$ cat src/rtl/control_estacionamiento_if.sv
// rtl/control_estacionamiento_if.sv - gate lane signal bundle between sensors/counter and the gate controller
interface control_estacionamiento_if #(
  parameter int ANCHO = 3
);
  logic             sensor_entrada;
  logic             sensor_salida;
  logic             paso_entrada;
  logic             paso_salida;
  logic [ANCHO-1:0] autos;
  logic             barrera_entrada;
  logic             barrera_salida;
  logic             entrada;
  logic             salida;
  logic             lleno;
  logic             denegado;

  modport master (
    output sensor_entrada, sensor_salida, paso_entrada, paso_salida, autos,
    input  barrera_entrada, barrera_salida, entrada, salida, lleno, denegado
  );

  modport slave (
    input  sensor_entrada, sensor_salida, paso_entrada, paso_salida, autos,
    output barrera_entrada, barrera_salida, entrada, salida, lleno, denegado
  );
endinterface

$ cat src/rtl/control_estacionamiento.sv
// rtl/control_estacionamiento.sv - single-lane parking gate controller with round-robin entry/exit arbitration
module control_estacionamiento #(
  parameter int ANCHO     = 3,
  parameter int CAPACIDAD = 7,
  parameter int T_ABIERTA = 100,
  parameter int T_GUARDA  = 4
) (
  input  logic                     clk,
  input  logic                     rst_n,
  control_estacionamiento_if.slave bus
);
  typedef enum logic [1:0] {LIBRE, ABRE_ENT, ABRE_SAL, GUARDA} estado_t;

  localparam int TMAX = (T_ABIERTA > T_GUARDA) ? T_ABIERTA : T_GUARDA;
  localparam int TW   = $clog2(TMAX + 1);
  localparam logic [ANCHO:0]  CAP       = (ANCHO + 1)'(CAPACIDAD);
  localparam logic [TW-1:0]   FIN_ABRE  = TW'(T_ABIERTA - 1);
  localparam logic [TW-1:0]   FIN_GUARD = TW'(T_GUARDA - 1);

  estado_t       estado, estado_n;
  logic [TW-1:0] timer, timer_n;
  logic          ultimo_ent, ultimo_ent_n;
  logic          be, be_n, bs, bs_n;
  logic          ent, ent_n, sal, sal_n;
  logic          den, den_n;
  logic          lleno_c, ent_ok, sal_ok;

  assign lleno_c = {1'b0, bus.autos} >= CAP;
  assign ent_ok  = bus.sensor_entrada & ~lleno_c;
  assign sal_ok  = bus.sensor_salida & (bus.autos != '0);

  assign bus.lleno           = lleno_c;
  assign bus.barrera_entrada = be;
  assign bus.barrera_salida  = bs;
  assign bus.entrada         = ent;
  assign bus.salida          = sal;
  assign bus.denegado        = den;

  always_ff @(posedge clk or negedge rst_n) begin
    if (!rst_n) begin
      estado     <= LIBRE;
      timer      <= '0;
      ultimo_ent <= 1'b0;
      be         <= 1'b0;
      bs         <= 1'b0;
      ent        <= 1'b0;
      sal        <= 1'b0;
      den        <= 1'b0;
    end else begin
      estado     <= estado_n;
      timer      <= timer_n;
      ultimo_ent <= ultimo_ent_n;
      be         <= be_n;
      bs         <= bs_n;
      ent        <= ent_n;
      sal        <= sal_n;
      den        <= den_n;
    end
  end

  // Barriers and pulses are recomputed every cycle, so any exit from ABRE_x drops the barrier.
  always_comb begin
    estado_n     = estado;
    timer_n      = timer;
    ultimo_ent_n = ultimo_ent;
    be_n         = 1'b0;
    bs_n         = 1'b0;
    ent_n        = 1'b0;
    sal_n        = 1'b0;
    den_n        = 1'b0;
    case (estado)
      LIBRE: begin
        den_n   = bus.sensor_entrada & lleno_c;
        timer_n = '0;
        if (ent_ok && (!sal_ok || !ultimo_ent)) begin
          estado_n     = ABRE_ENT;
          be_n         = 1'b1;
          ultimo_ent_n = 1'b1;
        end else if (sal_ok) begin
          estado_n     = ABRE_SAL;
          bs_n         = 1'b1;
          ultimo_ent_n = 1'b0;
        end
      end
      ABRE_ENT: begin
        if (bus.paso_entrada) begin
          ent_n    = 1'b1;
          estado_n = GUARDA;
          timer_n  = '0;
        end else if (timer == FIN_ABRE) begin
          estado_n = GUARDA;
          timer_n  = '0;
        end else begin
          be_n    = 1'b1;
          timer_n = timer + 1'b1;
        end
      end
      ABRE_SAL: begin
        if (bus.paso_salida) begin
          sal_n    = 1'b1;
          estado_n = GUARDA;
          timer_n  = '0;
        end else if (timer == FIN_ABRE) begin
          estado_n = GUARDA;
          timer_n  = '0;
        end else begin
          bs_n    = 1'b1;
          timer_n = timer + 1'b1;
        end
      end
      GUARDA: begin
        if (timer == FIN_GUARD) begin
          estado_n = LIBRE;
          timer_n  = '0;
        end else begin
          timer_n = timer + 1'b1;
        end
      end
      default: estado_n = LIBRE;
    endcase
  end
endmodule
$ cat src/flat_wrapper.sv
// flat-port wrapper written by rule: the top's interface ports become plain ports
module control_estacionamiento_flat 
#(
  parameter int ANCHO     = 3,
  parameter int CAPACIDAD = 7,
  parameter int T_ABIERTA = 100,
  parameter int T_GUARDA  = 4
)
  (clk, rst_n, bus_sensor_entrada, bus_sensor_salida, bus_paso_entrada, bus_paso_salida, bus_autos, bus_barrera_entrada, bus_barrera_salida, bus_entrada, bus_salida, bus_lleno, bus_denegado);
  control_estacionamiento_if #(.ANCHO(ANCHO)) bus_i ();
  input  logic clk;
  input  logic rst_n;
  input wire logic [$bits(bus_i.sensor_entrada)-1:0] bus_sensor_entrada;
  input wire logic [$bits(bus_i.sensor_salida)-1:0] bus_sensor_salida;
  input wire logic [$bits(bus_i.paso_entrada)-1:0] bus_paso_entrada;
  input wire logic [$bits(bus_i.paso_salida)-1:0] bus_paso_salida;
  input wire logic [$bits(bus_i.autos)-1:0] bus_autos;
  output wire logic [$bits(bus_i.barrera_entrada)-1:0] bus_barrera_entrada;
  output wire logic [$bits(bus_i.barrera_salida)-1:0] bus_barrera_salida;
  output wire logic [$bits(bus_i.entrada)-1:0] bus_entrada;
  output wire logic [$bits(bus_i.salida)-1:0] bus_salida;
  output wire logic [$bits(bus_i.lleno)-1:0] bus_lleno;
  output wire logic [$bits(bus_i.denegado)-1:0] bus_denegado;
  assign bus_i.sensor_entrada = bus_sensor_entrada;
  assign bus_i.sensor_salida = bus_sensor_salida;
  assign bus_i.paso_entrada = bus_paso_entrada;
  assign bus_i.paso_salida = bus_paso_salida;
  assign bus_i.autos = bus_autos;
  assign bus_barrera_entrada = bus_i.barrera_entrada;
  assign bus_barrera_salida = bus_i.barrera_salida;
  assign bus_entrada = bus_i.entrada;
  assign bus_salida = bus_i.salida;
  assign bus_lleno = bus_i.lleno;
  assign bus_denegado = bus_i.denegado;
  control_estacionamiento #(.ANCHO(ANCHO), .CAPACIDAD(CAPACIDAD), .T_ABIERTA(T_ABIERTA), .T_GUARDA(T_GUARDA)) u_core (.clk(clk), .rst_n(rst_n), .bus(bus_i));
endmodule
$ cat config.mk
export PLATFORM = sky130hd
export DESIGN_NAME = control_estacionamiento_flat
export DESIGN_NICKNAME = d
export VERILOG_FILES = /design/src/rtl/control_estacionamiento_if.sv /design/src/rtl/control_estacionamiento.sv /design/src/flat_wrapper.sv
export SDC_FILE = /design/constraint.sdc
export NUM_CORES = 1
export LEC_CHECK = 0
export BUFFER_PORTS_ARGS = -buffer_cell sky130_fd_sc_hd__buf_2
export CAP_MARGIN = 20
export CORE_AREA = 4 4 46 48
export CTS_BUF_LIST = sky130_fd_sc_hd__clkbuf_8
export CTS_CLUSTER_DIAMETER = 30
export DETAILED_ROUTE_END_ITERATION = 7
export DIE_AREA = 0 0 50 52
export PLACE_DENSITY = 0.67
export SYNTH_ARGS = -nofsm -noshare
export SYNTH_HDL_FRONTEND = slang
export SYNTH_SLANG_ARGS = --single-unit
$ cat constraint.sdc
create_clock -name clk -period 1.7 [get_ports clk]
set_input_delay 0.085 -clock clk [delete_from_list [all_inputs] [get_ports clk]]
set_output_delay 0.085 -clock clk [all_outputs]
set_load 0.1 [all_outputs]
==> results of run 1 <==
how the worst max path moves through the flow:
stage / from / end / depth (start not counted)
floorplan: u_core.timer[0] / u_core.timer[2] / 5
global placement: u_core.timer[0] / u_core.timer[4] / 5
detailed placement: u_core.timer[0] / u_core.timer[2] / 5
CTS: u_core.timer[0] / u_core.timer[1] / 6
global route: u_core.timer[1] / u_core.timer[5] / 7
finish: u_core.timer[1] / u_core.timer[6] / 7
stage by stage:
stage                     worst slack (ns)  setup TNS [ns]  power (W)  instance area [µm²]
after global routing               -0.0277          -0.101    0.00168                  967
after CTS                           0.0402               0    0.00151                  922
final                               0.0934               0    0.00158                  967
after detailed placement           -0.0412          -0.197    0.00115                  851
after global placement              0.0400               0    0.00114                  851
after floorplan                     0.0604               0   0.000991                  738
worst register-to-register path, delay by kind of cell, from the launching register on:
| kind | cells | cell delay (ns) |
|---|---|---|
| flip-flops | 1 | 0.41 |
| AO/OA/AOI/OAI | 2 | 0.29 |
| buffers and inverters | 2 | 0.35 |
| adder cells (fa/ha/maj) | 1 | 0.15 |
| AND/OR/NAND/NOR | 2 | 0.30 |
synth_stat cells (all sizes together) (2+ instances only):
library cell  count  area [µm²]
dfrtp            15         375
nor2             11        41.3
nand2             7        26.3
a21oi             4        20.0
clkbuf            3        11.3
nand3             3        15.0
xnor2             3        26.3
a22oi             2        15.0
a311oi            2        17.5
a31oi             2        12.5
and3              2        12.5
nor2b             2        12.5
xor2              2        17.5
logic make-up after synthesis:
logic type               Yosys count
AO/OA/AOI/OAI                     17
XOR/XNOR                           5
adder cells (fa/ha/maj)            1
buffers and inverters              4
flip-flops                        15
AND/OR/NAND/NOR                   31
cell type report:
class / instances / area share (%)
multi-input cells: 54 / 38.3
inverters: 1 / 0.388
clock buffers: 3 / 4.27
repair buffers: 23 / 14.5
flip-flops and latches: 15 / 38.8
clock inverters: 1 / 0.517
well taps: 25 / 3.23
sequential cells by signal, indices dropped and copies added, names as in the netlist:
register,flops
u_core.bus.barrera_entrada,1
u_core.bus.denegado,1
u_core.timer,7
u_core.ultimo_ent,1
u_core.bus.barrera_salida,1
u_core.bus.salida,1
u_core.bus.entrada,1
u_core.estado,2
layer usage:
| layer | vias to the layer above | GRT usage, % | wire, µm |
|---|---|---|---|
| met4 | 0 | 8.29 | 29 |
| met5 | - | 0 | 0 |
| met3 | 3 | 2.29 | 41 |
| met1 | 281 | 15.8 | 733 |
| met2 | 12 | 19.8 | 744 |
| li1 | 307 | - | - |
power groups by stage:
stage	logic (W)	clock network (W)	registers, W
after floorplan	0.000320	0	0.000671
after global placement	0.000605	0	0.000530
after detailed placement	0.000614	0	0.000534
after CTS	0.000676	0.000301	0.000530
after global routing	0.000814	0.000318	0.000551
final	0.000748	0.000290	0.000538
timing repair:
action / in CTS / in global routing
setup endpoints to repair: 7 / 7
pin swaps: 1 / 2
resized for setup: 0 / 4
endpoints found under the hold margin: 15 / 0
hold buffers: 1 / 0
setup buffers: 2 / 3
==> summary.md, run 1 <==
| Metric | Value |
|---|---|
| Status | `finished clean` |
| Reg2Reg Depth | `7` |
| Crit-path max cell delay | `0.41 ns` |
| Critical-path cell list | `ha_4, nor4b_4, buf_4, a21oi_2, a211oi_2, buf_4, nor2_1` |
| Post-synthesis xor/xnor area fraction | `5.93%` |
| Critical path type | `reg2reg` |
| Antenna-violating nets left | `0` |
| RR Endpoint | `u_core.timer[6]` |
| Final Setup Violations | `0` |
| TritonCTS Buffers | `3` |
| Compound-Gate Fraction of Synth Area | `16.8%` |
| Worst-path clk slew | `0.06 ns` |
| Share of the yosys chip area belonging to registers | `50.8%` |
| Pin count of the biggest net entering global routing | `16` |
| Hold WS | `0.0641 ns` |
| Remaining DRCs | `0` |
| Final GP Congestion | `0.766` |
| Post-Synth Simple-Gate Area | `22.7%` |
| Most frequent cells in the layout | `15 x dfrtp_1, 14 x buf_2, 11 x nor2_1, 8 x buf_4, 7 x nand2_1` |
| Part of the power in registers | `34.1%` |
| Via count | `603` |
| Hold EP | `u_core.bus.entrada` |
| Filler cells | `133` |
| PD cells | `1630 nW/µm²` |
| Hold Startpoint | `bus_paso_entrada` |
| Post-Synth Adder-Cell Area | `1.69%` |
| Fin cells | `122` |
| Post-synth EDFFs | `0` |
| Critical Path RT | `1.84 ns` |
| Synth unique cells | `28` |
| Worst min path class | `in2reg` |
| Crit Path Max Fanout | `4` |
| Sink Count | `15` |
| Final max-slew violation count | `0` |
| Max cap viols | `0` |
| Post-Syn Instances | `73` |
| Worst-margin pin slew | `0.492 ns` |
| Area delta synth->final | `31.0%` |
| Total grt overflow | `0` |
| Final period util | `94.5%` |
| Starting Density | `43.2%` |
| Syn_area_per_cell | `10.1 µm²` |
| Initial antenna violation count | `0` |
| Crit-path most repeated cell | `buf_4` |
| Most common cell after layout, fill and taps aside | `dfrtp_1` |
| Die area | `2600 µm²` |
| Post-synth top flop | `dfrtp_1` |
| Placed Cells | `112` |
| F_max | `622 MHz` |
| Gr usage total | `12.6%` |
| R2R setup slack | `0.09 ns` |
| Worst path top cell family by delay | `flip-flops` |
| First drt pass iteration count | `4` |
| Die Height | `52 µm` |
| Number of global-route vias before repair | `567` |
| CTS tree | `built` |
| Period minus WS final | `1.61 ns` |
| Ant diodes | `0` |
| Sw frac | `41.9%` |
| Std-Cell Rows | `15` |
| First-pass GRT wire length | `2440 µm` |
| Maximum vdd drop | `0.000766 V` |
| Die Wd | `50 µm` |
| CTS Buffer Depth | `2` |
| Slew margin rel. | `67.4%` |
| NetSw | `0.000660 W` |
| Asr flop ratio synth | `100%` |
| Startpoint types | `flop` |
| Total routed wirelength | `1550 µm` |
| Layout cells sized above 1 | `33.0%` |
| CP Capture Type | `flop` |
| Clock Tree Root | `clkbuf_8` |
| Share of power burned in the clock network | `18.4%` |
| Hpwl dp | `1040 µm` |
| Main combinational cell family by area after synthesis | `simple AND/OR/NAND/NOR gates` |
| Seq. cell area | `375 µm²` |
| Core Region | `1710 µm²` |
| Static leakage | `0.450 nW` |
| Area taken by multi-input logic gates | `370 µm²` |
| Clk_skew | `0.00287 ns` |
| Final core occ | `56.6%` |
| I/O Pins | `15` |
| Post-DR wirelength/cell | `12.7 µm` |
| Final hold violations | `0` |
| Area of the mapped netlist | `738 µm²` |
| Mux share of post-synthesis cell area | `0%` |
| Worst r2r src | `u_core.timer[1]` |
| Mapped Nets | `83` |
| Combinational group share of total power | `47.5%` |
| Cell with the largest stage delay on the worst path | `dfrtp_1` |
| H-tree levels | `1` |
| Port buffer count | `14` |
| WHS Path Cells | `3` |
| Buf/Inv on CP | `2` |
| Crit path arrival time | `1.75 ns` |
| Int Power | `0.000917 W` |
| Routed vias/inst | `4.94` |
| #FFs+latches synth | `15` |
| YS warnings | `0` |
| Nets | `108` |
| Drt initial violations | `11` |
| Clock Latency Late Sink | `0.25 ns` |
(Power assumes the default switching activity.)
==> inputs of run 2 (changes only) <==
--- a/config.mk
+++ b/config.mk
@@ -13,6 +13,7 @@
 export DETAILED_ROUTE_END_ITERATION = 7
 export DIE_AREA = 0 0 50 52
 export PLACE_DENSITY = 0.67
+export SETUP_SLACK_MARGIN = 0.3
 export SYNTH_ARGS = -nofsm -noshare
 export SYNTH_HDL_FRONTEND = slang
 export SYNTH_SLANG_ARGS = --single-unit
==> run 2 against run 1 <==
Via count is 2.7% higher. Clock power is 3% lower. Count of clock-buffer cells in the layout stayed put. Combinational power is 10% lower. Cell count is 0.82% lower. Wire length is 4.2% higher. Clock skew is 0.0023 ns higher. Critical path type unchanged. Hold slack worse by 0.0011 ns. First-iteration DRC count is 36% lower. Die area stayed put. Register-to-register slack better by 0.02 ns. Total power is 2.9% lower.
==> summary.md, run 2 (same netlist as run 1, synthesis figures left out) <==
| Metric | Value |
|---|---|
| Hold WS | `0.0630 ns (-0.00111 ns)` |
| Final hold violations | `0 (unchanged)` |
| Post-route cell area | `967 µm² (unchanged)` |
| First-pass GRT wire length | `2720 µm (+11%)` |
| Initial antenna violation count | `0 (unchanged)` |
| Clk_skew | `0.00519 ns (+0.00232 ns)` |
| First drt pass iteration count | `4 (unchanged)` |
| Final Setup Violations | `0 (unchanged)` |
| I/O Pins | `15 (unchanged)` |
| F_max | `632 MHz (+1.5%)` |
| Sink Count | `15 (unchanged)` |
| Die Height | `52 µm (unchanged)` |
| Worst-path clk slew | `0.06 ns (about the same)` |
| Pin count of the biggest net entering global routing | `16 (unchanged)` |
| Critical-path cell list | `ha_2, nor4b_4, a311oi_2, a211oi_2, buf_4, nor2_1` |
| Post-DR wirelength/cell | `13.3 µm (+5.1%)` |
| Core Region | `1710 µm² (unchanged)` |
| Filler cells | `145 (+9.0%)` |
| Period minus WS final | `1.58 ns (-0.0235 ns)` |
| Port buffer count | `14 (unchanged)` |
| Cell with the largest stage delay on the worst path | `dfrtp_1` |
| Critical path type | `reg2reg` |
| Final GP Congestion | `0.760 (-0.80%)` |
| Crit Path Max Fanout | `7 (+3)` |
| Total routed wirelength | `1610 µm (+4.2%)` |
| Starting Density | `43.2% (unchanged)` |
| CTS Buffer Depth | `2 (unchanged)` |
| Placed Area | `836 µm² (-1.8%)` |
| Largest Register | `u_core.timer` |
| Crit-path max cell delay | `0.37 ns (-0.04 ns)` |
| Worst min path class | `in2reg` |
| Slew margin rel. | `67.7% (+0.30 points)` |
| TritonCTS Buffers | `3 (unchanged)` |
| Startpoint types | `flop` |
| Via count | `619 (+2.7%)` |
| Final period util | `93.1% (-1.4 points)` |
| Number of global-route vias before repair | `623 (+9.9%)` |
| Layout cells sized above 1 | `35.4% (+2.4 points)` |
| Final max-slew violation count | `0 (unchanged)` |
| Static leakage | `0.449 nW (-0.24%)` |
| Antenna-violating nets left | `0 (unchanged)` |
| Hpwl dp | `1040 µm (-0.80%)` |
| H-tree levels | `1 (unchanged)` |
| Crit path arrival time | `1.72 ns (-0.03 ns)` |
| Buf/Inv on CP | `1 (-1)` |
| Worst path top cell family by delay | `compound AO/OA/AOI/OAI gates` |
| Std-Cell Rows | `15 (unchanged)` |
| Area delta synth->final | `31.0% (unchanged)` |
| Remaining DRCs | `0 (unchanged)` |
| Die Wd | `50 µm (unchanged)` |
| Worst-margin pin slew | `0.488 ns (-0.00459 ns)` |
| Total grt overflow | `0 (unchanged)` |
| Critical Path RT | `1.83 ns (about the same)` |
| Status | `finished clean` |
| Most frequent cells in the layout | `14 x buf_2, 14 x dfrtp_1, 11 x nor2_1, 7 x nand2_1, 6 x buf_4` |
| CTS tree | `built` |
| Drt initial violations | `7 (-4)` |
| Largest registers | `u_core.timer: 7 flops, u_core.estado: 2 flops` |
| Die area | `2600 µm² (unchanged)` |
| Largest register FFs | `7 (unchanged)` |
| Ant diodes | `0 (unchanged)` |
| Clock Tree Root | `clkbuf_8` |
| PD cells | `1580 nW/µm² (-2.9%)` |
| CP Capture Type | `flop` |
| RSZ-0062 raised after global routing | `yes` |
| Nets | `107 (-0.93%)` |
| Gr usage total | `14.0% (+1.4 points)` |
| Clock Latency Late Sink | `0.25 ns (about the same)` |
| Maximum vdd drop | `0.000675 V (-12%)` |
| Max cap viols | `0 (unchanged)` |
| Routed vias/inst | `5.12 (+3.5%)` |
==> run 2: final timing paths <==
path	from	end	slack (ns)	cells past startpoint
worst min register to register	u_core.ultimo_ent	u_core.ultimo_ent	0.51	2
worst max register to register	u_core.timer[1]	u_core.timer[0]	0.12	6
worst max-delay path	u_core.timer[1]	u_core.timer[0]	0.12	6
worst min-delay path	bus_paso_entrada	u_core.bus.entrada	0.06	3
max in group asynchronous	rst_n	u_core.estado[1]	1.16	2
min in group asynchronous	rst_n	u_core.bus.entrada	0.27	2
==> run 2: metal layers <==
layer  track usage [%]  up-vias  share of wire [%]
met4              2.76        0               0.50
met2              26.5       13                 54
met5                 0        -                  0
li1                  -      306                  -
met1              14.6      298                 42
met3              5.16        2                4.0
==> run 2: what timing repair did <==
action | 4_1_cts | 5_1_grt
setup endpoints to repair | 10 | 11
hold buffers | 1 | 0
endpoints found under the hold margin | 15 | 0
pin swaps | 9 | 3
resized for setup | 5 | 3
setup buffers | 6 | 0
==> run 2: power breakdown <==
group / leakage, nW / internal, W / switching (W)
sequential: 0.193 / 0.000451 / 0.000126
combinational: 0.229 / 0.000269 / 0.000403
clock: 0.0269 / 0.000160 / 0.000121
==> run 2: cell type report <==
cell class	count	area [µm²]	share of cell area, %
clock buffer	3	41.3	4.27
clock inverter	1	3.75	0.388
inverter	1	3.75	0.388
multi-input combinational	54	374	38.7
sequential	15	377	38.9
tap	25	31.3	3.23
timing repair buffer	22	136	14.1
==> run 2: per-stage QoR <==
step                      worst slack, ns  total power [W]  utilization [%]  TNS [ns]  cells
after global placement           -0.00626          0.00110             48.9   -0.0167    110
after floorplan                    0.0959         0.000990                -         0     73
after detailed placement          -0.0795          0.00112             48.9    -0.460    110
after CTS                           0.123          0.00151             56.0         0    121
final                               0.117          0.00153             56.6         0    121
after global routing               0.0159          0.00163             56.6         0    121
==> run 2: tightest hold or removal path, stage by stage <==
cell and delay [ns]:
buf_2 0.11, inv_1 0.05, nor2_1 0.04
==> inputs of run 3 (changes only) <==
--- a/config.mk
+++ b/config.mk
@@ -12,6 +12,7 @@
 export CTS_CLUSTER_DIAMETER = 30
 export DETAILED_ROUTE_END_ITERATION = 7
 export DIE_AREA = 0 0 50 52
+export MAX_ROUTING_LAYER = met4
 export PLACE_DENSITY = 0.67
 export SETUP_SLACK_MARGIN = 0.3
 export SYNTH_ARGS = -nofsm -noshare
==> run 3 against run 2 <==
Sequential power hardly changed. Count of clock-buffer cells in the layout stayed put. Total power hardly changed. Combinational power hardly changed. Via count is 0.81% higher. First-iteration DRC count stayed put. Die area stayed put. Clock power hardly changed. Hold slack worse by 0.00060 ns. Critical path type unchanged.
==> summary.md, run 3 (same netlist as run 1, synthesis figures left out) <==
| Metric | Value |
|---|---|
| Status | `finished clean` |
| Most frequent cells in the layout | `14 x buf_2, 14 x dfrtp_1, 11 x nor2_1, 7 x nand2_1, 6 x buf_4` |
| Post-DR wirelength/cell | `13.4 µm (+0.19%)` |
| Sink Count | `15 (unchanged)` |
| CTS tree | `built` |
| Worst min path class | `in2reg` |
| F_max | `631 MHz (about the same)` |
| Crit Path Max Fanout | `7 (unchanged)` |
| Clock Latency Late Sink | `0.25 ns (about the same)` |
| Nets | `107 (unchanged)` |
| Seq. cell area | `377 µm² (unchanged)` |
| Port buffer count | `14 (unchanged)` |
| First drt pass iteration count | `4 (unchanged)` |
| PD cells | `1580 nW/µm² (about the same)` |
| Startpoint types | `flop` |
| Core Region | `1710 µm² (unchanged)` |
| Crit path arrival time | `1.72 ns (about the same)` |
| Antenna-violating nets left | `0 (unchanged)` |
| Wl on met1 | `660 µm (-1.8%)` |
| Die Wd | `50 µm (unchanged)` |
| Filler cells | `145 (unchanged)` |
| Static leakage | `0.449 nW (unchanged)` |
| Initial antenna violation count | `0 (unchanged)` |
| Gr usage total | `14.4% (+0.43 points)` |
| Remaining DRCs | `0 (unchanged)` |
| Hpwl dp | `1040 µm (unchanged)` |
| Post-Place Setup Slack | `-0.0795 ns (unchanged)` |
| Drt initial violations | `7 (unchanged)` |
| First-pass GRT wire length | `2730 µm (+0.52%)` |
| Setup TNS | `0 ns (unchanged)` |
| Worst-path clk slew | `0.06 ns (about the same)` |
| Layout cells sized above 1 | `35.4% (unchanged)` |
| Largest Register | `u_core.timer` |
| Number of global-route vias before repair | `620 (-0.48%)` |
| Slew margin rel. | `67.7% (unchanged)` |
| RSZ-0062 raised after global routing | `yes` |
| Clock Tree Root | `clkbuf_8` |
| Largest registers | `u_core.timer: 7 flops, u_core.estado: 2 flops` |
| Final hold violations | `0 (unchanged)` |
| Final max-slew violation count | `0 (unchanged)` |
| Met2 wire length | `873 µm (+0.81%)` |
| H-tree levels | `1 (unchanged)` |
| Starting Density | `43.2% (unchanged)` |
| Clk_skew | `0.00531 ns (+0.000116 ns)` |
| TritonCTS Buffers | `3 (unchanged)` |
| Via count | `624 (+0.81%)` |
| Std-Cell Rows | `15 (unchanged)` |
| Final period util | `93.2% (about the same)` |
| CTS Buffer Depth | `2 (unchanged)` |
| Highest metal used | `met4` |
| Period minus WS final | `1.58 ns (+0.000532 ns)` |
| Final GP Congestion | `0.770 (+1.3%)` |
| Worst-margin pin slew | `0.488 ns (unchanged)` |
| Area taken by multi-input logic gates | `374 µm² (unchanged)` |
| Final Setup Violations | `0 (unchanged)` |
| Total routed wirelength | `1620 µm (+0.19%)` |
| Final Worst Setup Slack | `0.116 ns (-0.000532 ns)` |
| I/O Pins | `15 (unchanged)` |
| Pin count of the biggest net entering global routing | `16 (unchanged)` |
| Largest register FFs | `7 (unchanged)` |
| Maximum vdd drop | `0.000676 V (+0.10%)` |
| Die Height | `52 µm (unchanged)` |
| Area delta synth->final | `31.0% (unchanged)` |
| Critical path type | `reg2reg` |
| Max cap viols | `0 (unchanged)` |
| Die area | `2600 µm² (unchanged)` |
| Routed vias/inst | `5.16 (+0.81%)` |
| Ant diodes | `0 (unchanged)` |
| Met3 wire length | `69 µm (+6.2%)` |
| Critical Path RT | `1.83 ns (about the same)` |
| Total grt overflow | `0 (unchanged)` |
| CP Capture Type | `flop` |
[run 3: stage by stage]
step | total power [W] | instance area [µm²] | utilization, % | hold slack [ns] | std cells
after floorplan | 0.000990 | 738 | - | -0.211 | 73
after global placement | 0.00110 | 836 | 48.9 | 0.00182 | 110
after detailed placement | 0.00112 | 836 | 48.9 | 0.00572 | 110
after CTS | 0.00151 | 957 | 56.0 | 0.0612 | 121
after global routing | 0.00163 | 967 | 56.6 | 0.0704 | 121
final | 0.00153 | 967 | 56.6 | 0.0624 | 121
[run 3: layout make-up]
type	count	area share [%]
clock inverters	1	0.388
multi-input cells	54	38.7
well taps	25	3.23
inverters	1	0.388
clock buffers	3	4.27
flip-flops and latches	15	38.9
repair buffers	22	14.1
[run 3: metal layers]
layer | up-vias | GRT usage, %
li1 | 305 | -
met1 | 300 | 14.9
met2 | 15 | 26.3
met3 | 4 | 5.16
met4 | 0 | 2.76
met5 | - | -
[run 3: power breakdown]
group          internal, W  leakage (nW)  total (W)  switching (W)
Sequential        0.000451         0.193   0.000578       0.000127
Combinational     0.000269         0.229   0.000672       0.000403
Clock             0.000160        0.0269   0.000281       0.000122
[run 3: worst max-delay path, cell delays in order (launching register included)]
cell	delay, ns
dfrtp_1	0.37
ha_2	0.19
nor4b_4	0.29
a311oi_2	0.18
a211oi_2	0.21
buf_4	0.17
nor2_1	0.05
[run 3: worst paths after layout]
check / startpoint / endpoint / slack, ns / cells after the start
max in group asynchronous: rst_n / u_core.estado[1] / 1.16 / 2
worst min-delay path: bus_paso_entrada / u_core.bus.entrada / 0.06 / 3
worst max-delay path: u_core.timer[1] / u_core.timer[0] / 0.12 / 6
worst max register to register: u_core.timer[1] / u_core.timer[0] / 0.12 / 6
min in group asynchronous: rst_n / u_core.bus.entrada / 0.27 / 2
worst min register to register: u_core.ultimo_ent / u_core.ultimo_ent / 0.51 / 2
[run 3: timing repair]
action,CTS,global route
setup endpoints to repair,10,11
gates resized for setup,5,3
cloned,0,0
hold buffers,1,0
endpoints found under the hold margin,15,0
pin swaps,9,3
setup buffers,6,0
